`config.mk`:
```
export PLATFORM = sky130hd
export DESIGN_NAME = restoring_div_flat
export DESIGN_NICKNAME = d
export VERILOG_FILES = /design/src/rtl/restoring_div_if.sv /design/src/rtl/restoring_div.sv /design/src/flat_wrapper.sv
export SDC_FILE = /design/constraint.sdc
export NUM_CORES = 2
export LEC_CHECK = 0
export CORE_AREA = 2 2 610 612
export DETAILED_ROUTE_END_ITERATION = 8
export DIE_AREA = 0 0 612 614
export PLACE_DENSITY_LB_ADDON = 0.3
export SYNTH_ARGS = -nofsm -noshare
export SYNTH_HDL_FRONTEND = slang
export SYNTH_SLANG_ARGS = --single-unit
```
`constraint.sdc`:
```
create_clock -name i_clk -period 5.13 [get_ports i_clk]
set_clock_uncertainty 0.1 [all_clocks]
set_input_delay 1.2825 -clock i_clk [delete_from_list [all_inputs] [get_ports i_clk]]
set_output_delay 1.2825 -clock i_clk [all_outputs]
set_load 0.1 [all_outputs]
```
`src/rtl/restoring_div_if.sv`:
```
// Handshake and data bundle for restoring_div.
// The slave modport is the divider side; master is the side that issues
// operands and consumes results.
interface restoring_div_if #(
  parameter int BITS     = 256,
  parameter int CTL_BITS = 8
);
  logic [2*BITS-1:0]   i_dat_a;
  logic [BITS-1:0]     i_dat_b;
  logic                i_val;
  logic [CTL_BITS-1:0] i_ctl;
  logic                o_rdy;
  logic                o_val;
  logic [CTL_BITS-1:0] o_ctl;
  logic [2*BITS-1:0]   o_quo;
  logic [BITS-1:0]     o_rem;
  logic                o_err;
  logic                i_rdy;

  modport slave (
    input  i_dat_a, i_dat_b, i_val, i_ctl, i_rdy,
    output o_rdy, o_val, o_ctl, o_quo, o_rem, o_err
  );

  modport master (
    output i_dat_a, i_dat_b, i_val, i_ctl, i_rdy,
    input  o_rdy, o_val, o_ctl, o_quo, o_rem, o_err
  );
endinterface

```
`src/rtl/restoring_div.sv`:
```
// Multi-cycle radix-2 restoring unsigned divider: 2*BITS dividend by a
// BITS divisor, one quotient bit per clock, one operation in flight.
// Optional feature macro: RESTORING_DIV_EARLY_OUT_EN -- when defined, a
// dividend smaller than a non-zero divisor completes without iterating.
module restoring_div #(
  parameter int BITS     = 256,
  parameter int CTL_BITS = 8
) (
  input  logic           i_clk,
  input  logic           i_rst_n,
  restoring_div_if.slave bus
);

  localparam logic [1:0] IDLE = 2'd0;
  localparam logic [1:0] DIV  = 2'd1;
  localparam logic [1:0] DONE = 2'd2;

  localparam int CNT_W = $clog2(2*BITS+1);

  logic [1:0]          state;
  logic [2*BITS-1:0]   quo;
  logic [BITS:0]       rem;
  logic [BITS-1:0]     dvs;
  logic [CTL_BITS-1:0] ctl;
  logic                err;
  logic                val;
  logic [CNT_W-1:0]    cnt;

  logic [2*BITS-1:0]   quo_nxt;
  logic [BITS:0]       rem_nxt;

  // One restoring iteration: shift the next dividend bit into the partial
  // remainder and subtract the divisor when it fits. The partial remainder
  // carries one extra bit so the shifted value never overflows the compare.
  function automatic logic [3*BITS:0] div_step(
    input logic [BITS:0]     r,
    input logic [2*BITS-1:0] q,
    input logic [BITS-1:0]   d
  );
    logic [BITS:0] p;
    p = {r[BITS-1:0], q[2*BITS-1]};
    if (p >= {1'b0, d})
      return {p - {1'b0, d}, q[2*BITS-2:0], 1'b1};
    else
      return {p, q[2*BITS-2:0], 1'b0};
  endfunction

  assign {rem_nxt, quo_nxt} = div_step(rem, quo, dvs);

  assign bus.o_rdy = (state == IDLE);
  assign bus.o_val = val;
  assign bus.o_ctl = ctl;
  assign bus.o_quo = quo;
  assign bus.o_rem = rem[BITS-1:0];
  assign bus.o_err = err;

  // Control FSM and datapath: accept, iterate, then hold the result until taken.
  // Short-path results (divide-by-zero, early-out) are loaded on accept and
  // o_val follows one edge later, giving them a fixed latency of one clock.
  always_ff @(posedge i_clk) begin
    if (!i_rst_n) begin
      state <= IDLE;
      quo   <= '0;
      rem   <= '0;
      dvs   <= '0;
      ctl   <= '0;
      err   <= 1'b0;
      val   <= 1'b0;
      cnt   <= '0;
    end else begin
      case (state)
        IDLE: begin
          if (bus.i_val) begin
            quo <= bus.i_dat_a;
            dvs <= bus.i_dat_b;
            ctl <= bus.i_ctl;
            rem <= '0;
            err <= 1'b0;
            cnt <= CNT_W'(2*BITS);
            if (bus.i_dat_b == '0) begin
              state <= DONE;
              quo   <= '1;
              rem   <= {1'b0, bus.i_dat_a[BITS-1:0]};
              err   <= 1'b1;
            end
`ifdef RESTORING_DIV_EARLY_OUT_EN
            else if (bus.i_dat_a < {{BITS{1'b0}}, bus.i_dat_b}) begin
              state <= DONE;
              quo   <= '0;
              rem   <= {1'b0, bus.i_dat_a[BITS-1:0]};
            end
`endif
            else begin
              state <= DIV;
            end
          end
        end
        DIV: begin
          rem <= rem_nxt;
          quo <= quo_nxt;
          cnt <= cnt - CNT_W'(1);
          if (cnt == CNT_W'(1)) begin
            state <= DONE;
            val   <= 1'b1;
          end
        end
        DONE: begin
          if (!val) begin
            val <= 1'b1;
          end else if (bus.i_rdy) begin
            state <= IDLE;
            val   <= 1'b0;
          end
        end
        default: begin
          state <= IDLE;
          val   <= 1'b0;
        end
      endcase
    end
  end

endmodule
```
`src/flat_wrapper.sv`:
```
// flat-port wrapper written by rule: the top's interface ports become plain ports
module restoring_div_flat 
#(
  parameter int BITS     = 256,
  parameter int CTL_BITS = 8
)
  (i_clk, i_rst_n, bus_i_dat_a, bus_i_dat_b, bus_i_val, bus_i_ctl, bus_i_rdy, bus_o_rdy, bus_o_val, bus_o_ctl, bus_o_quo, bus_o_rem, bus_o_err);
  restoring_div_if #(.BITS(BITS), .CTL_BITS(CTL_BITS)) bus_i ();
  input  logic i_clk;
  input  logic i_rst_n;
  input wire logic [$bits(bus_i.i_dat_a)-1:0] bus_i_dat_a;
  input wire logic [$bits(bus_i.i_dat_b)-1:0] bus_i_dat_b;
  input wire logic [$bits(bus_i.i_val)-1:0] bus_i_val;
  input wire logic [$bits(bus_i.i_ctl)-1:0] bus_i_ctl;
  input wire logic [$bits(bus_i.i_rdy)-1:0] bus_i_rdy;
  output wire logic [$bits(bus_i.o_rdy)-1:0] bus_o_rdy;
  output wire logic [$bits(bus_i.o_val)-1:0] bus_o_val;
  output wire logic [$bits(bus_i.o_ctl)-1:0] bus_o_ctl;
  output wire logic [$bits(bus_i.o_quo)-1:0] bus_o_quo;
  output wire logic [$bits(bus_i.o_rem)-1:0] bus_o_rem;
  output wire logic [$bits(bus_i.o_err)-1:0] bus_o_err;
  assign bus_i.i_dat_a = bus_i_dat_a;
  assign bus_i.i_dat_b = bus_i_dat_b;
  assign bus_i.i_val = bus_i_val;
  assign bus_i.i_ctl = bus_i_ctl;
  assign bus_i.i_rdy = bus_i_rdy;
  assign bus_o_rdy = bus_i.o_rdy;
  assign bus_o_val = bus_i.o_val;
  assign bus_o_ctl = bus_i.o_ctl;
  assign bus_o_quo = bus_i.o_quo;
  assign bus_o_rem = bus_i.o_rem;
  assign bus_o_err = bus_i.o_err;
  restoring_div #(.BITS(BITS), .CTL_BITS(CTL_BITS)) u_core (.i_clk(i_clk), .i_rst_n(i_rst_n), .bus(bus_i));
endmodule
```
==> flow_summary.ini <==
[die]
fp.coreArea_um2 = 370000
start_util = 0.175
dieArea_um2 = 376000
die_h_um = 614
io_pins = 1559
die_w_um = 612
fp-row-count = 224

[outcome]
violations = capacitance limit, slew limit, setup timing
status = finished with violations

[clock_network]
clk_pin_slew_ns = 0.06
clock-sinks = 1046
cts_buffers = 147
postCtsHoldBufs = 0
cts_tree = done
clk_latency_ns = 0.89
cts_buffer_depth = 4
h-tree-depth = 4
cts_root_buffer = clkbuf_16

[synthesis]
synthArstFlopShare = 0
synth-seq-cells = 1046
ys.warnings.count = 0
yosysTopAreaCell = dfxtp_1
synth_nets = 9750
synth_ff_type = dfxtp_1
synth-edff-count = 0
ys_seq_area_frac = 0.323
synth_cells = 8708
synth_most_common_cell = nand2_1
synth_top_area_frac = 0.323
ys_top_cells_by_count = 1330 x nand2_1, 1316 x a21oi_1, 1046 x dfxtp_1, 612 x o21ai_0, 568 x clkbuf_1
synth.cell_area_um2 = 64800
yosysUniqueCellTypes = 113
postSynthAreaPerCell_um2 = 7.44
synthTopCellsByArea = dfxtp_1 32%, a21oi_1 10%, nand2_1 7.7%

[final_layout]
nets = 11400
regArea_um2 = 20900
fillCellCount = 41000
multiInputGateArea_um2 = 39900
syn_to_final_growth_pct = 45.3
drive_gt1_frac = 0.113

[setup_path]
end_kind = flop
r2r-end = u_core.rem[203]
crit_fanout = 6
crit_start = u_core.dvs[60]
criticalPathCategory = flop to flop
r2r-start = u_core.dvs[60]
crit_path_end = u_core.rem[203]
r2r_slack_ns = -0.14
arrival_ns = 5.95
r2r.worst_path.cells = 18
required_ns = 5.81
critPathLaunchType = flop

[sta]
tightest_slew_ns = 1.59
max-slew-margin-rel = -0.0714
finalMaxSlewViolations = 4
max_freq_mhz = 190
setup_slack_ns = -0.144
period_share = 1.03
final_hold_viol_count = 0
timing.hold.ws_ns = 0.352
rsz0062_at_grt = true
post-route-min-period_ns = 5.27
setup_viol = 2

[drt]
drt-pass1-iter-count = 6
routed_wirelength_um = 488000
viasPerCell = 5.12
wirelength_met1_um = 207000
first_iter_violations = 9938
routed.top_layer = met5
met2WireLength_um = 203000
post_drt_wl_per_cell_um = 31.6
drt.antenna.violating_nets = 0
route.met3.wl_um = 59400
drc = 0
num_vias = 79000

[global_route]
overflow = 0
grt_max_degree = 187
grt_pass1_vias = 73500
antenna_found_initial = 90
grt_first_pass_wirelength_um = 643000
grt_use_total = 0.244

[hold_path]
hold_class = flop to flop

[flow_run]
cap_violations = 1

[placement]
finalWeightedCongestion = 0.987
dp_hpwl_um = 402000
port_buffers = 1558
logic make-up after synthesis:
logic type | share of synthesized area
flip-flops | 0.323
AND/OR/NAND/NOR | 0.165
XOR/XNOR | 0.0308
multiplexers | 0.0313
buffers and inverters | 0.0702
AO/OA/AOI/OAI | 0.329
adder cells (fa/ha/maj) | 0.0507
repair_timing:
| item | CTS | global route |
|---|---|---|
| setup buffers | 0 | 11 |
| setup endpoints to repair | 22 | 180 |
| resized for setup | 17 | 88 |
| gates cloned | 0 | 0 |
| pin swaps | 3 | 24 |
per-stage QoR:
step	instance area (µm²)	setup WS [ns]	TNS, ns	utilization	std cells
4_1_cts	93500	0.00206	0	0.253	15400
3_3_place_gp	88700	-0.433	-65.47	0.240	15100
3_5_place_dp	88700	-0.374	-38.10	0.240	15100
2_1_floorplan	64800	0.683	0	-	8708
6_report	94100	-0.144	-0.223	0.254	15400
5_1_grt	94100	-0.00872	-0.00872	0.254	15400
critical path, stage by stage, from the launching register on:
cell	delay, ns
dfxtp_1	0.33
inv_1	0.04
ha_1	0.37
and4_2	0.36
nand2_1	0.11
buf_4	0.17
nor4_1	0.48
nand4_1	0.48
a211oi_2	0.50
or3_1	0.34
a21oi_1	0.11
buf_4	0.18
o41ai_2	0.46
buf_4	0.21
nand3_1	0.12
nand2_1	0.33
a21oi_1	0.17
xnor2_1	0.16
o21ba_2	0.20
area by class of cell:
class                   count  area share
multi-input cells        6579       0.424
clock inverters            41     0.00514
well taps                4972      0.0661
repair buffers           2173       0.221
clock buffers             214      0.0450
diodes                     56     0.00149
inverters                 368      0.0148
flip-flops and latches   1046       0.222
cell usage in the layout, fill, tap and decap left out, types with 20 or more instances in the layout:
cell type / netlist / final
o31ai_1: 26 / 26
o21bai_1: 106 / 105
nor2b_1: 31 / 31
a21oi_1: 1316 / 1303
clkbuf_1: 568 / 36
nand3_1: 59 / 57
a21boi_0: 29 / 29
nand4_1: 191 / 191
clkdlybuf4s50_1: 0 / 1388
or2_2: 21 / 20
nand2_1: 1330 / 1325
o21ai_0: 612 / 603
inv_1: 367 / 365
mux2i_1: 199 / 199
clkbuf_16: 0 / 147
ha_1: 261 / 246
buf_4: 11 / 686
diode_2: 0 / 56
nor4_1: 104 / 97
nor2_1: 470 / 460
or3_1: 20 / 20
a221oi_1: 37 / 33
buf_12: 3 / 85
o221ai_1: 335 / 335
nor3_1: 107 / 100
o21ai_1: 26 / 30
a22oi_1: 190 / 190
dfxtp_1: 1046 / 1044
a31oi_1: 234 / 234
xnor2_1: 141 / 141
a211oi_1: 32 / 28
xor2_1: 87 / 87
clkbuf_8: 17 / 31
o21a_1: 49 / 48
a21o_1: 152 / 152
o22ai_1: 158 / 158
worst min-delay path by stage:
stage,start,slack [ns],end,cells after the start
2_1_floorplan,u_core.dvs[100],0.34,u_core.dvs[100],2
3_3_place_gp,u_core.dvs[111],0.34,u_core.dvs[111],2
3_5_place_dp,u_core.bus.o_ctl[2],0.35,u_core.bus.o_ctl[2],2
4_1_cts,u_core.dvs[168],0.35,u_core.dvs[168],2
5_1_grt,u_core.bus.o_ctl[2],0.37,u_core.bus.o_ctl[2],2
6_report,u_core.dvs[36],0.35,u_core.dvs[36],2
sequential cells by signal, summed over array words and instances (netlist names):
| signal | cells |
|---|---|
| u_core.bus.o_ctl | 8 |
| u_core.bus.o_val | 1 |
| u_core.rem | 256 |
| u_core.dvs | 256 |
| u_core.bus.o_err | 1 |
| u_core.state | 2 |
| u_core.cnt | 10 |
| u_core.bus.o_quo | 512 |
layer usage:
metal	GRT usage	vias up
met1	0.321	39100
met2	0.351	4102
met3	0.104	703
met4	0.0830	30
li1	-	35100
met5	0.0167	-
Power is not shown: default switching activity piles up to over one toggle a cycle in this logic, so the estimate is an artifact.
